[config.mk]
export PLATFORM = sky130hd
export DESIGN_NAME = cdr_phase_tracker
export DESIGN_NICKNAME = d
export VERILOG_FILES = /design/src/rtl/cdr_phase_tracker.sv
export SDC_FILE = /design/constraint.sdc
export NUM_CORES = 1
export LEC_CHECK = 0
export BUFFER_PORTS_ARGS = -buffer_cell sky130_fd_sc_hd__buf_2
export CAP_MARGIN = 10
export CORE_ASPECT_RATIO = 0.8
export CORE_MARGIN = 2
export CORE_UTILIZATION = 56
export DETAILED_ROUTE_END_ITERATION = 10
export PLACE_DENSITY = 0.76
export SYNTH_ARGS = -nofsm -noshare
export SYNTH_HDL_FRONTEND = slang
export SYNTH_SLANG_ARGS = --single-unit
[constraint.sdc]
create_clock -name clock -period 2.9 [get_ports clock]
set_input_delay 0.87 -clock clock [delete_from_list [all_inputs] [get_ports clock]]
set_output_delay 0.87 -clock clock [all_outputs]
set_load 0.1 [all_outputs]
[src/rtl/cdr_phase_tracker.sv]
// Oversampling CDR: bang-bang phase detector, saturating loop filter and digital
// sample-phase selector. Recovers bits at phase + OVERSAMPLE/2 and reports lock.
module cdr_phase_tracker #(
    parameter int unsigned OVERSAMPLE  = 8,
    parameter int unsigned FILTER_BITS = 3,
    parameter int unsigned LOCK_COUNT  = 16,
    localparam int unsigned PW         = $clog2(OVERSAMPLE)
) (
    input  logic          clock,
    input  logic          reset,
    input  logic          enable,
    input  logic          serial_in,
    output logic          data_out,
    output logic          data_valid,
    output logic          up,
    output logic          down,
    output logic [PW-1:0] phase,
    output logic          locked
);

    localparam logic [PW-1:0] Half    = PW'(OVERSAMPLE / 2);
    localparam logic [7:0]    LockMax = 8'(LOCK_COUNT);
    localparam int            Thresh  = 1 << (FILTER_BITS - 1);

    logic                          s1_q, s1_d;
    logic                          s2_q, s2_d;
    logic [PW-1:0]                 cnt_q, cnt_d;
    logic [PW-1:0]                 phase_q, phase_d;
    logic signed [FILTER_BITS-1:0] acc_q, acc_d;
    logic [7:0]                    lc_q, lc_d;
    logic                          dout_q, dout_d;
    logic                          dv_q, dv_d;
    logic                          up_q, up_d;
    logic                          down_q, down_d;

    logic          edge_det;
    logic [PW-1:0] err;
    logic [PW-1:0] sample_pt;
    logic          e_zero, e_neg, e_pos, in_window;
    int            acc_sum;

    assign edge_det  = s1_q != s2_q;
    assign err       = cnt_q - phase_q;
    assign sample_pt = phase_q + Half;
    // Sign bit set covers the exact-opposite case (-OVERSAMPLE/2), which counts as early.
    assign e_zero    = err == '0;
    assign e_neg     = err[PW-1];
    assign e_pos     = !e_neg && !e_zero;
    assign in_window = e_zero || (err == PW'(1)) || (err == '1);

    always_comb begin
        s1_d    = s1_q;
        s2_d    = s2_q;
        cnt_d   = cnt_q;
        phase_d = phase_q;
        acc_d   = acc_q;
        lc_d    = lc_q;
        dout_d  = dout_q;
        dv_d    = 1'b0;
        up_d    = 1'b0;
        down_d  = 1'b0;
        acc_sum = 0;
        if (enable) begin
            s1_d  = serial_in;
            s2_d  = s1_q;
            cnt_d = cnt_q + 1'b1;
            if (cnt_q == sample_pt) begin
                dv_d   = 1'b1;
                dout_d = s1_q;
            end
            if (edge_det) begin
                up_d   = e_pos;
                down_d = e_neg;
                if (in_window) begin
                    lc_d = (lc_q >= LockMax) ? lc_q : lc_q + 1'b1;
                end else begin
                    lc_d = '0;
                end
                if (e_pos) begin
                    acc_sum = int'(acc_q) + 1;
                    if (acc_sum == Thresh) begin
                        phase_d = phase_q + 1'b1;
                        acc_d   = '0;
                    end else begin
                        acc_d = FILTER_BITS'(acc_sum);
                    end
                end else if (e_neg) begin
                    acc_sum = int'(acc_q) - 1;
                    if (acc_sum == -Thresh) begin
                        phase_d = phase_q - 1'b1;
                        acc_d   = '0;
                    end else begin
                        acc_d = FILTER_BITS'(acc_sum);
                    end
                end
            end
        end
    end

    always_ff @(posedge clock) begin
        if (reset) begin
            s1_q    <= 1'b0;
            s2_q    <= 1'b0;
            cnt_q   <= '0;
            phase_q <= '0;
            acc_q   <= '0;
            lc_q    <= '0;
            dout_q  <= 1'b0;
            dv_q    <= 1'b0;
            up_q    <= 1'b0;
            down_q  <= 1'b0;
        end else begin
            s1_q    <= s1_d;
            s2_q    <= s2_d;
            cnt_q   <= cnt_d;
            phase_q <= phase_d;
            acc_q   <= acc_d;
            lc_q    <= lc_d;
            dout_q  <= dout_d;
            dv_q    <= dv_d;
            up_q    <= up_d;
            down_q  <= down_d;
        end
    end

    assign data_out   = dout_q;
    assign data_valid = dv_q;
    assign up         = up_q;
    assign down       = down_q;
    assign phase      = phase_q;
    assign locked     = lc_q == LockMax;

endmodule

# [Word-level counts from Yosys, hierarchy flattened]
# Index checks and enable logic that the tools add are counted.
[op_classes] add_sub_neg=8 magnitude_cmp=1 eq_ne=9 muxes=11 bitwise_logic=2 reduce_logical=14
[op_table] op="3-bit two-way mux" count=8
[op_table] op="8-bit two-way mux" count=2
[op_table] op="8-bit by 1-bit adder with 8-bit output, second input constant" count=1
[op_table] op="8-bit by 5-bit equality test with 1-bit output, second input constant" count=1
[op_table] op="8-bit by 5-bit >= comparator with 1-bit output, second input constant" count=1
[op_table] op="3-bit by 1-bit adder with 3-bit output, second input constant" count=2
[op_table] op="3-bit AND reduction" count=2
[op_table] op="5-bit AND reduction" count=1
[op_table] op="3-bit by 2-bit adder with 4-bit output, second input constant" count=1
[op_table] op="4-bit by 3-bit equality test with 1-bit output, second input constant" count=1
[op_table] op="4-bit equality test, second input constant" count=1
[op_table] op="2-bit nonzero test" count=2
[op_table] op="3-bit by 2-bit subtractor with 4-bit output, second input constant" count=1
[op_table] op="3-bit adder, second input constant" count=1
[op_table] op="3-bit by 1-bit equality test with 1-bit output, second input constant" count=1
[op_table] op="3-bit equality test" count=1
[op_table] op="3-bit equality test, second input constant" count=1
[op_table] op="3-bit zero test" count=1
[op_table] op="3-bit OR reduction" count=1
[op_table] op="3-bit by 1-bit subtractor with 3-bit output, second input constant" count=1
[op_table] op="3-bit subtractor" count=1
[op_table] op="1-bit zero test" count=2
[op_table] op="1-bit logical OR" count=2
[op_table] op="2-bit by 1-bit inequality test with 1-bit output, second input constant" count=1
[op_table] op="7 further kinds" count=8
[word_totals] regBits=23

# [Longest topological paths before layout]
[logic_depth] depth_word=6 depth_mapped=9

# [Worst setup path after synthesis]
# OpenSTA, ideal clock, no wires.
[synth_path] kind="flip-flop to output port" start="register lc_q[0]" end="output port locked" arrival_time_ns=3.393 t_required_ns=2.030 path_slack_ns=-1.363 path_stages_with_launch=5 n_path_buf=0 cell_sequence="dfxtp_1 inv_1 ha_1 nand3_1 nor4_1"
[synth_via] elab_chain_cells=1
[synth_rtl] element="start: declaration" line_no="30" text="logic [7:0] lc_q, lc_d;"
[synth_rtl] element="start signal: assignment" line_no="118" text="lc_q <= lc_d;"
[synth_rtl] element="8-bit by 5-bit equality test with 1-bit output" line_no="131" text="assign locked = lc_q == LockMax;"
[synth_rtl] element="end: declaration" line_no="18" text="output logic locked"
# Every way passes these cells.

# [Final worst setup path]
[layout_path] start="register phase_q[0] (netlist: phase[0])" end="register phase_q[2] (netlist: phase[2])"
[layout_via] elab_chain_cells=6
[layout_rtl] element="start: declaration" line_no="28" text="logic [PW-1:0] phase_q, phase_d;"
[layout_rtl] element="start signal: assignment" line_no="116" text="phase_q <= phase_d;"
[layout_rtl] element="3-bit subtractor" line_no="43" text="assign err = cnt_q - phase_q;"
[layout_rtl] element="3-bit zero test" line_no="46" text="assign e_zero = err == '0;"
[layout_rtl] element="1-bit zero test" line_no="48" text="assign e_pos = !e_neg && !e_zero;"
[layout_rtl] element="1-bit logical AND" line_no="48"
[layout_rtl] element="2-bit by 1-bit inequality test with 1-bit output (no source line) / 2-bit nonzero test (equally long branches)"
[layout_rtl] element="5-bit AND reduction (no source line)"
# Several ways; a longest one is shown, not always the timed one. The select of a mux whose other input is x is not followed.
# A chain may end at the register's enable or synchronous reset.

==> results.sh <==
export IMPL_outcome="finished, final reports clean"
export IMPL_clkSinkCount=23
export IMPL_number_of_antenna_violations_at_the_first_check_in_global_routing=0
export IMPL_grt_first_pass_wirelength_microns=4620
export IMPL_crit_path_end_kind="flop"
export IMPL_worst_pin_slew_ps=703
export IMPL_worst_setup_path_start_kind="flop"
export IMPL_detailedRoute_firstIterationViolations=32
export IMPL_core_sq_um=2180
export IMPL_routed_via_density=5.85
export IMPL_p_comb_share_pct=14.3
export IMPL_area_growth_from_synthesis_to_layout_pct=11.0
export IMPL_cell_count_after_synthesis=136
export IMPL_grt_start_max_net_pins=23
export IMPL_cts_buffers_inserted=3
export IMPL_first_global_vias=1018
export IMPL_global_route_overflow_total=0
export IMPL_maxCapViolations=0
export IMPL_post_drt_wl_per_cell_microns=14.9
export IMPL_p_switching_uw=149
export IMPL_cts_tree="done"
export IMPL_syn_area_sq_um=1290
export IMPL_share_seq_of_total_power_pct=59.3
export IMPL_critical_path_peak_fanout=5
export IMPL_num_io_pins=12
export IMPL_global_route_usage_sum_pct=22.7
export IMPL_yosysWarningCount=0
export IMPL_power_density_cell_area_nw_per_um2=387
export IMPL_drc_errors=0
export IMPL_worst_ep_arrival_time_ps=2910
export IMPL_drt_first_pass_iters=4
export IMPL_detail_route_wirelength_microns=2610
export IMPL_dp_cells=171
export IMPL_worst_path_max_delay_cell="fa_1"
export IMPL_slew_limit_headroom_pct=52.5
export IMPL_synth_cell_type_count=44
export IMPL_final_nets=165
export IMPL_maxClockFrequency_mhz=372
export IMPL_synth_edf_count=0
export IMPL_post_cts_hold_buffer_count=0
export IMPL_layout_drive_gt1_share_pct=18.0
export IMPL_stdcell_count=175
export IMPL_critical_path_cell_by_cell="ha_1, fa_1, xnor3_1, nand2_1, fa_1, a21boi_0, a2111oi_2, mux2_2"
export IMPL_final_max_tran_viols=0
export IMPL_delay_of_the_slowest_cell_on_the_worst_path_ps=420
export IMPL_switching_share_pct=26.8
export IMPL_port_buffers=11
export IMPL_net_count_synth=150
export IMPL_vdd_ir_drop_max_mv=0.302
export IMPL_floorplan_initialDensity_pct=59.3
export IMPL_num_rows=15
export IMPL_setup_worst_path_class="reg -> reg"
export IMPL_synthesized_area_divided_by_synthesized_cell_count_sq_um=9.49
export IMPL_worstSkewPairLatency_ps=320
export IMPL_p_int_uw=405
export IMPL_cts_reportedPaths_clkPinSlew_ps=130
export IMPL_async_reset_ff_share_pct=0
export IMPL_crit_path_frequent_cell="fa_1"
export IMPL_drt_antenna_violating_nets=0
export IMPL_place_hpwl_microns=2030
export IMPL_via_count=1023
export IMPL_synth_seq_cells=23
export IMPL_clock_tree_buffer_depth=2
export IMPL_floorplan_die_height_microns=46.9
export IMPL_cts_setup_buffers=0
export IMPL_final_setup_skew_ps=14.3
export IMPL_number_of_instances_resized_during_post_cts_repair=0
export IMPL_total_number_of_h_tree_levels=1
export IMPL_p_leak_uw=0.000594
export IMPL_required_ps=3120
export IMPL_yosysSeqAreaShare_pct=35.7
export IMPL_die_width_microns=57.7
export IMPL_hold_slack_ps=510
export IMPL_p_clk_share_pct=26.4
export IMPL_synth_main_ff_cell="dfxtp_1"
export IMPL_design_die_area_sq_um=2710
export IMPL_antenna_cells_inserted=0
export IMPL_post_route_min_period_ps=2690
export IMPL_min_path_type="reg -> reg"
export IMPL_clock_root_buffer="clkbuf_4"
export IMPL_final_setup_tns_ps=0
export IMPL_unrepaired_setup_endpoints_after_global_routing="false"
export IMPL_power_uw=554
export IMPL_portion_of_the_clock_cycle_consumed_by_the_worst_path_in_the_final_layout_pct=92.7
export IMPL_hold_violations=0
export IMPL_gp_congestion=0.780
export IMPL_timing_final_setup_violations=0
-- area by class of cell --
cell class / instances / area, sq um
inverter: 8 / 30.0
tap: 25 / 31.3
sequential: 23 / 468
fill: 196 / 746
multi-input combinational: 101 / 798
clock buffer: 4 / 26.3
timing repair buffer: 14 / 77.6
-- kinds of logic (layout without fill, tap and decap cells) --
kind of cell | Yosys count | after routing | synth area share (%)
XOR/XNOR | 7 | 7 | 7.28
buffers and inverters | 12 | 26 | 3.59
AO/OA/AOI/OAI | 29 | 29 | 17.8
adder cells (fa/ha/maj) | 10 | 10 | 10.9
AND/OR/NAND/NOR | 49 | 49 | 20.1
flip-flops | 23 | 23 | 35.7
multiplexers | 6 | 6 | 4.75
-- cells in the mapped netlist (all sizes together) (3+ instances only) --
library cell	number	area share, %
dfxtp	23	36
a31oi	3	1.5
a21oi	5	1.9
nor2	12	3.5
mux2i	5	3.9
nand3	4	1.6
ha	8	7.8
and2	6	2.9
inv	8	2.3
xor2	3	2.0
o22ai	3	1.5
nor3	5	1.9
o211ai	4	3.4
nor2b	7	3.4
nand2	5	1.5
-- metal layers --
| layer | part of all wire (%) | GRT usage [%] | up-vias |
|---|---|---|---|
| met3 | 3.4 | 6.34 | 3 |
| met4 | 0.54 | 6.51 | 0 |
| met2 | 51 | 39.3 | 16 |
| met1 | 45 | 28.5 | 488 |
| met5 | 0 | 0 | - |
| li1 | - | - | 516 |
-- critical path: cells and delay by family, from the launching register on --
kind	cells	cell delay (ps)
adder cells (fa/ha/maj)	3	1020
AO/OA/AOI/OAI	2	450
flip-flops	1	390
multiplexers	1	380
XOR/XNOR	1	260
AND/OR/NAND/NOR	1	100
-- power by group through the flow --
stage,clock (uW),sequential (uW),combinational (uW)
detailed placement,0,335,78.7
CTS,148,328,79.1
global route,163,330,89.5
finish,146,328,78.9
global placement,0,335,75.6
floorplan,0,336,55.4
-- sequential cells by signal (all words and copies together) (netlist names) --
name,flops
lc_q,8
acc_q,3
cnt_q,3
phase,3
data_out,1
data_valid,1
down,1
s1_q,1
s2_q,1
up,1
-- layout by cell type, fill, tap and decap left out, types with 3 or more instances in the layout --
| cell | netlist | routed |
|---|---|---|
| clkbuf_4 | 0 | 3 |
| o22ai_1 | 3 | 3 |
| mux2i_1 | 5 | 5 |
| buf_4 | 0 | 3 |
| inv_1 | 8 | 8 |
| ha_1 | 8 | 8 |
| dfxtp_2 | 0 | 3 |
| nor2_1 | 12 | 12 |
| and2_1 | 6 | 6 |
| nor2b_1 | 7 | 7 |
| a31oi_1 | 3 | 3 |
| xor2_1 | 3 | 3 |
| a21oi_1 | 5 | 5 |
| buf_2 | 1 | 11 |
| nand2_1 | 5 | 5 |
| nand3_1 | 4 | 4 |
| dfxtp_1 | 23 | 19 |
| o211ai_1 | 3 | 3 |
| nor3_1 | 5 | 5 |
-- path summary, 6_finish.rpt --
| check | startpoint | to | slack, ps | cells past startpoint |
|---|---|---|---|---|
| worst max-delay path | phase[0] | phase[2] | 210 | 8 |
| worst max register to register | phase[0] | phase[2] | 210 | 8 |
| worst min-delay path | data_out | data_out | 510 | 2 |
| worst min register to register | data_out | data_out | 510 | 2 |
-- metrics by stage --
step | instance area (sq um) | util [%] | setup WS, ps
5_1_grt | 1430 | 65.7 | 41.9
6_report | 1430 | 65.7 | 211
4_1_cts | 1430 | 65.7 | 151
3_3_place_gp | 1400 | 64.5 | 298
3_5_place_dp | 1400 | 64.5 | 157
2_1_floorplan | 1310 | - | 71.7
No activity file was read; power rests on OpenSTA's default activity.
